File: src/rtl/prod_accum_pkg.sv
// Shared types, default sizes and the product extension helper for prod_accum.
// Optional build macro PROD_ACCUM_SAT_EN is consumed only by prod_accum_add.
package prod_accum_pkg;

  localparam int ACC_W_DEF = 40;
  localparam int CNT_W_DEF = 8;
  localparam int PROD_W    = 32;
  // Widest accumulator the extension helper can serve.
  localparam int EXT_MAX_W = 128;

  typedef enum logic [1:0] {
    IDLE = 2'd0,
    ACC  = 2'd1,
    DONE = 2'd2
  } state_t;

  // Direction the accumulator is currently pinned in (saturating build only).
  typedef enum logic [1:0] {
    SAT_NONE = 2'd0,
    SAT_POS  = 2'd1,
    SAT_NEG  = 2'd2
  } sat_t;

  // Sign- or zero-extend a product up to acc_w bits; bits above acc_w are zero.
  function automatic logic [EXT_MAX_W-1:0] ext(input logic [PROD_W-1:0] prod,
                                               input logic              signed_flag,
                                               input int                acc_w);
    logic [EXT_MAX_W-1:0] r;
    r = '0;
    r[PROD_W-1:0] = prod;
    for (int i = PROD_W; i < EXT_MAX_W; i++) begin
      if (i < acc_w) r[i] = signed_flag & prod[PROD_W-1];
    end
    return r;
  endfunction

endpackage

File: src/rtl/prod_accum_add.sv
// Combinational ACC_W-bit accumulator adder.
// With PROD_ACCUM_SAT_EN defined it detects signed overflow and clamps,
// keeping the clamp direction until an overflow of the opposite sign.
// Without it the add simply wraps and no overflow logic exists.
module prod_accum_add
  import prod_accum_pkg::*;
#(
  parameter int ACC_W = ACC_W_DEF
) (
  input  logic [ACC_W-1:0] a,
  input  logic [ACC_W-1:0] b,
  input  sat_t             sat_in,
  output logic [ACC_W-1:0] sum,
  output logic             ovf,
  output sat_t             sat_out
);

  logic [ACC_W-1:0] raw;
  assign raw = a + b;

`ifdef PROD_ACCUM_SAT_EN
  localparam logic [ACC_W-1:0] MAX_POS = {1'b0, {(ACC_W-1){1'b1}}};
  localparam logic [ACC_W-1:0] MIN_NEG = {1'b1, {(ACC_W-1){1'b0}}};

  logic pos_ovf;
  logic neg_ovf;

  // Overflow: both operands share a sign and the result sign differs.
  assign pos_ovf = ~a[ACC_W-1] & ~b[ACC_W-1] &  raw[ACC_W-1];
  assign neg_ovf =  a[ACC_W-1] &  b[ACC_W-1] & ~raw[ACC_W-1];
  assign ovf     = pos_ovf | neg_ovf;

  // Clamp on overflow; an earlier clamp pins the result until a reversing overflow.
  always_comb begin
    sum     = raw;
    sat_out = sat_in;
    if (pos_ovf) begin
      sum     = MAX_POS;
      sat_out = SAT_POS;
    end else if (neg_ovf) begin
      sum     = MIN_NEG;
      sat_out = SAT_NEG;
    end else if (sat_in == SAT_POS) begin
      sum = MAX_POS;
    end else if (sat_in == SAT_NEG) begin
      sum = MIN_NEG;
    end
  end
`else
  logic unused_sat;

  assign sum        = raw;
  assign ovf        = 1'b0;
  assign sat_out    = SAT_NONE;
  assign unused_sat = ^sat_in;
`endif

endmodule

File: src/rtl/prod_accum.sv
// prod_accum: sums a programmed number of 32-bit multiplier products into a
// wide two's-complement accumulator and hands each sum out on a valid/ready port.
// Product input has no back-pressure; products arriving outside ACC are dropped
// and flagged on o_drop. Saturation is enabled by defining PROD_ACCUM_SAT_EN.
// ACC_W must be at least 33 so a full unsigned product fits as a positive value.
module prod_accum
  import prod_accum_pkg::*;
#(
  parameter int ACC_W = ACC_W_DEF,
  parameter int CNT_W = CNT_W_DEF
) (
  input  logic               i_clk,
  input  logic               i_rstn,
  input  logic               i_start,
  input  logic [CNT_W-1:0]   i_len,
  input  logic               i_prod_vld,
  input  logic [PROD_W-1:0]  i_prod,
  input  logic               i_prod_signed,
  output logic               o_busy,
  output logic               o_acc_vld,
  input  logic               i_acc_rdy,
  output logic [ACC_W-1:0]   o_acc,
  output logic               o_ovf,
  output logic               o_drop
);

  state_t           state_reg;
  logic [ACC_W-1:0] acc_reg;
  logic [CNT_W-1:0] cnt_reg;
  logic             ovf_reg;
  sat_t             sat_reg;

  logic [ACC_W-1:0] prod_ext;
  logic [ACC_W-1:0] add_sum;
  logic             add_ovf;
  sat_t             add_sat;
  logic             start_ok;

  assign prod_ext = ACC_W'(ext(i_prod, i_prod_signed, ACC_W));

  // A start is honoured from IDLE, or from DONE when the result leaves this cycle.
  assign start_ok = i_start &
                    ((state_reg == IDLE) | ((state_reg == DONE) & i_acc_rdy));

  prod_accum_add #(
    .ACC_W (ACC_W)
  ) u_add (
    .a       (acc_reg),
    .b       (prod_ext),
    .sat_in  (sat_reg),
    .sum     (add_sum),
    .ovf     (add_ovf),
    .sat_out (add_sat)
  );

  // Control FSM with accumulator, counter and registered outputs.
  always_ff @(posedge i_clk or negedge i_rstn) begin
    if (!i_rstn) begin
      state_reg <= IDLE;
      acc_reg   <= '0;
      cnt_reg   <= '0;
      ovf_reg   <= 1'b0;
      sat_reg   <= SAT_NONE;
      o_busy    <= 1'b0;
      o_acc_vld <= 1'b0;
      o_acc     <= '0;
      o_ovf     <= 1'b0;
      o_drop    <= 1'b0;
    end else begin
      o_drop <= i_prod_vld & (state_reg != ACC);
      case (state_reg)
        IDLE, DONE: begin
          if ((state_reg == DONE) && i_acc_rdy) begin
            state_reg <= IDLE;
            o_busy    <= 1'b0;
            o_acc_vld <= 1'b0;
          end
          if (start_ok) begin
            acc_reg <= '0;
            ovf_reg <= 1'b0;
            sat_reg <= SAT_NONE;
            o_ovf   <= 1'b0;
            o_busy  <= 1'b1;
            if (i_len != '0) begin
              state_reg <= ACC;
              cnt_reg   <= i_len;
              o_acc_vld <= 1'b0;
            end else begin
              // Empty burst: publish a zero result straight away.
              state_reg <= DONE;
              o_acc     <= '0;
              o_acc_vld <= 1'b1;
            end
          end
        end
        ACC: begin
          if (i_prod_vld) begin
            acc_reg <= add_sum;
            cnt_reg <= cnt_reg - CNT_W'(1);
            ovf_reg <= ovf_reg | add_ovf;
            sat_reg <= add_sat;
            if (cnt_reg == CNT_W'(1)) begin
              state_reg <= DONE;
              o_acc_vld <= 1'b1;
              o_acc     <= add_sum;
              o_ovf     <= ovf_reg | add_ovf;
            end
          end
        end
        default: begin
          state_reg <= IDLE;
          o_busy    <= 1'b0;
          o_acc_vld <= 1'b0;
        end
      endcase
    end
  end

endmodule

File: config.mk
export PLATFORM = sky130hd
export DESIGN_NAME = prod_accum
export DESIGN_NICKNAME = d
export VERILOG_FILES = /design/src/rtl/prod_accum_pkg.sv /design/src/rtl/prod_accum_add.sv /design/src/rtl/prod_accum.sv
export SDC_FILE = /design/constraint.sdc
export NUM_CORES = 1
export LEC_CHECK = 0
export CORE_MARGIN = 2
export CORE_UTILIZATION = 45
export CTS_CLUSTER_SIZE = 16
export DETAILED_ROUTE_END_ITERATION = 7
export MAX_ROUTING_LAYER = met4
export PLACE_DENSITY = 0.71
export SYNTH_ARGS = -nofsm -noshare
export SYNTH_HDL_FRONTEND = slang
export SYNTH_HIERARCHICAL = 1
export SYNTH_SLANG_ARGS = --single-unit
export TNS_END_PERCENT = 10
File: constraint.sdc
create_clock -name i_clk -period 3.5 [get_ports i_clk]
set_clock_uncertainty 0.1 [all_clocks]
set_input_delay 0.7 -clock i_clk [delete_from_list [all_inputs] [get_ports i_clk]]
set_output_delay 0.7 -clock i_clk [all_outputs]
set_load 0.01 [all_outputs]
# After elaboration in Yosys (flattened, before gate mapping)
# Cells that the tools add are included.
# totals
ff_bits	94
output_inout_bits	44
wordCells	67
# op_classes
addsub	2
eq_ne	10
mux	30
bitwise	6
reduce_logical	11
# op_table
op	n
40-bit two-way mux	6
40-bit case mux with 2 select lines	2
40-bit adder	1
8-bit two-way mux	3
8-bit case mux with 2 select lines	1
2-bit two-way mux	5
2-bit != test (second input constant)	5
1-bit two-way mux	9
8-bit by 1-bit equality test with 1-bit output (second input constant)	1
4-bit AND reduction	2
8-bit nonzero test	1
8-bit by 1-bit subtractor with 8-bit output (second input constant)	1
1-bit case mux with 2 select lines	3
3-bit AND reduction	2
5-bit AND reduction	1
1-bit AND	4
2-bit case mux with 2 select lines	1
3-bit != test (second input constant)	1
2-bit by 1-bit equality test with 1-bit output (second input constant)	1
2-bit equality test (second input constant)	1
2-bit zero test	1
2-bit by 1-bit != test with 1-bit output (second input constant)	1
2-bit AND reduction	1
2-bit nonzero test	1
other kinds (4)	4

# Longest topological paths before layout
# logic_depth
ltp_word	6
ltp_mapped	11

# Hierarchy
# The synthesis kept the hierarchy.
# by_module_without_submodules
mod	n_inst	cells_per_inst	area_each_um2
prod_accum	1	279	3833.7
prod_accum_add	1	359	2456.1

# Worst setup path before layout
# OpenSTA, ideal clock, no wires.
# synth_timing
path_kind	input-to-reg
from	input port i_prod_signed
to	register o_acc[39]
arrival_time_ps	2730
required_time_ps	3278
slack_ps	549
path_stages	10
n_path_buf	1
cell_sequence	and2_1 > ha_1 > clkbuf_1 > nand4_1 > nor4_1 > nand3_1 > o211ai_1 > a21oi_1 > xnor2_1 > a32o_1
# synth_via
elab_chain_len	5
# synth_lines
item	line	text
start: declaration	prod_accum.sv:18	input logic i_prod_signed,
1-bit AND	prod_accum_pkg.sv:32	if (i < acc_w) r[i] = signed_flag & prod[PROD_W-1];
40-bit adder	prod_accum_add.sv:19	assign raw = a + b;
via add_sum[39]	prod_accum.sv:34	logic [ACC_W-1:0] add_sum;
40-bit two-way mux	prod_accum.sv:102	if (cnt_reg == CNT_W'(1)) begin
40-bit two-way mux	prod_accum.sv:97	if (i_prod_vld) begin
40-bit case mux with 2 select lines	prod_accum.sv:71	case (state_reg)
end signal: assignment	prod_accum.sv:105	o_acc <= add_sum;
end: declaration	prod_accum.sv:22	output logic [ACC_W-1:0] o_acc,
# The timed path passes the listed nets, and every way through them passes these cells. The select of a mux whose other input is x is not followed.
# A chain may end at the register's enable or synchronous reset.

# Worst setup path in the final report
# layout_timing
from	input port i_prod[0]
to	register o_acc[32]
# layout_via
elab_chain_len	4
# layout_lines
item	line	text
start: declaration	prod_accum.sv:17	input logic [PROD_W-1:0] i_prod,
40-bit adder	prod_accum_add.sv:19	
via add_sum[32]	prod_accum.sv:34	
40-bit two-way mux	prod_accum.sv:102	
40-bit two-way mux	prod_accum.sv:97	
40-bit case mux with 2 select lines	prod_accum.sv:71	
# The timed path passes the listed nets, and every way through them passes these cells. The select of a mux whose other input is x is not followed.

==> qor.yml <==
firstDrtPassIters: 5
post_synth_instance_area_mm2: 0.00621
relSlewSlack: 0.623
clkTransAtPathRegs_ps: 60
initial_utilization: 0.465
num_rows: 42
slew_violations: 0
powerDensity_mw_per_mm2: 934
place_ws_ps: -39.0
hold_viol: 0
timing.rr.end: "o_acc[32]"
avgSynthCellArea_um2: 9.82
postCtsSetupBuffers: 0
peakVddDrop_v: 0.000345
layout_min_cycle_time_ps: 3190
critPathMaxFanout: 4
via_per_inst: 6.20
max_cap_violations: 0
outcome: "finished, final reports clean"
fmax_mhz: 313
wirelength_um: 16500
grt_overflow: 0
clkSinkCount: 94
r2r-start: "acc_reg[0]"
cp.arrival_ps: 3380
gp_congestion: 0.916
ff2ff_path_depth: 10
post-dp-hpwl_um: 11900
io_pins: 90
post-route-util: 0.575
ys_warn_count: 6
area_delta_synth_final_pct: 23.5
finalSetupViolations: 0
p_total_mw: 7.16
leakage_nw: 3.32
design_area_mm2: 0.00767
rsz0062_at_grt: "false"
cts_max_path_buffers: 2
placed_area_mm2: 0.00732
critical_path_class: "in2reg"
critPathRequiredTime_ps: 3690
r2r_slack_ps: 660
setup_ws_ps: 309
drive_above_1_share: 0.0974
syn_nets: 720
synthCells: 632
ant_nets: 0
worstMarginPinSlew_ps: 565
fin_nets: 802
fillers: 1169
htree_num_levels: 3
period_share: 0.912
cts_tree: "done"
tns_ps: 0
tritoncts.num_buffers: 9
drt_iter0_markers: 403
wl_per_cell_um: 18.4
cts-root-buf: "clkbuf_16"
fp.coreArea_mm2: 0.0133
port_buffers: 89
fp.dieW_um: 121
hp-class: "in2async"
grt_max_degree: 83
grt.total_usage: 0.236
worstSkewPairLatency_ps: 360
grt_pass1_wl_um: 27100
antenna_found_initial: 0
vias: 5546
start_kind: "primary input"
drc_errors: 0
antenna_cells: 0
grt_pass1_vias: 5338
end_kind: "register"
dieHeight_um: 121
fp.dieArea_mm2: 0.0147
-- cells in the final DEF, fill, tap and decap left out, types with 21 or more instances in the layout --
cell / n
a22o_1: 40
nand2_1: 36
buf_4: 27
nor2_1: 30
dfrtp_1: 94
o21ai_0: 33
a32o_1: 41
xnor2_1: 21
ha_1: 41
a21oi_1: 58
clkdlybuf4s50_1: 88
-- what timing repair did --
action | CTS | global route
hold buffers | 0 | 0
resized for setup | 0 | 1
setup endpoints to repair | 0 | 1
-- worst max path at each step --
stage / to / cells past startpoint / startpoint / slack, ps
CTS: o_acc[14] / 11 / i_prod[0] / 310
detailed placement: o_acc[32] / 11 / i_prod[0] / -40
global placement: o_acc[32] / 11 / i_prod[0] / 30
finish: o_acc[32] / 11 / i_prod[0] / 310
floorplan: o_acc[39] / 10 / i_prod_signed / 550
global route: o_acc[32] / 11 / i_prod[0] / 90
-- routing by layer --
layer,vias to the layer above,global-route usage,wire length [µm]
met5,-,-,0
met4,0,0.0675,231
met3,21,0.0414,814
met2,186,0.360,7670
met1,2747,0.325,7770
li1,2592,-,-
-- stage by stage --
stage,hold slack (ps),cells
detailed placement,380,879
floorplan,304,632
global placement,375,879
CTS,246,895
global route,268,895
finish,225,895
-- worst max-delay path: stages --
cell	delay (ps)
clkdlybuf4s50_1	410
ha_1	220
fa_1	430
a21oi_2	260
o211ai_1	130
a21oi_1	150
a21oi_1	160
o21bai_1	290
mux2i_1	120
a211oi_1	300
a32o_1	210
-- report_power, final --
group          total, mW  switching [mW]  internal (mW)  leakage, nW
combinational       4.19            2.32           1.87         1.95
clock               1.15           0.431          0.719        0.166
sequential          1.82           0.296           1.53         1.20
total               7.16            3.04           4.12         3.32
-- area by class of cell --
| class | count | area [µm²] | area share |
|---|---|---|---|
| Clock buffer | 11 | 243 | 0.0317 |
| Clock inverter | 5 | 106 | 0.0139 |
| Inverter | 13 | 48.8 | 0.00636 |
| Sequential cell | 94 | 2350 | 0.307 |
| Tap cell | 176 | 220 | 0.0287 |
| Timing Repair Buffer | 117 | 1120 | 0.147 |
| Multi-Input combinational cell | 479 | 3570 | 0.466 |
Power figures use the tool's default switching activity.
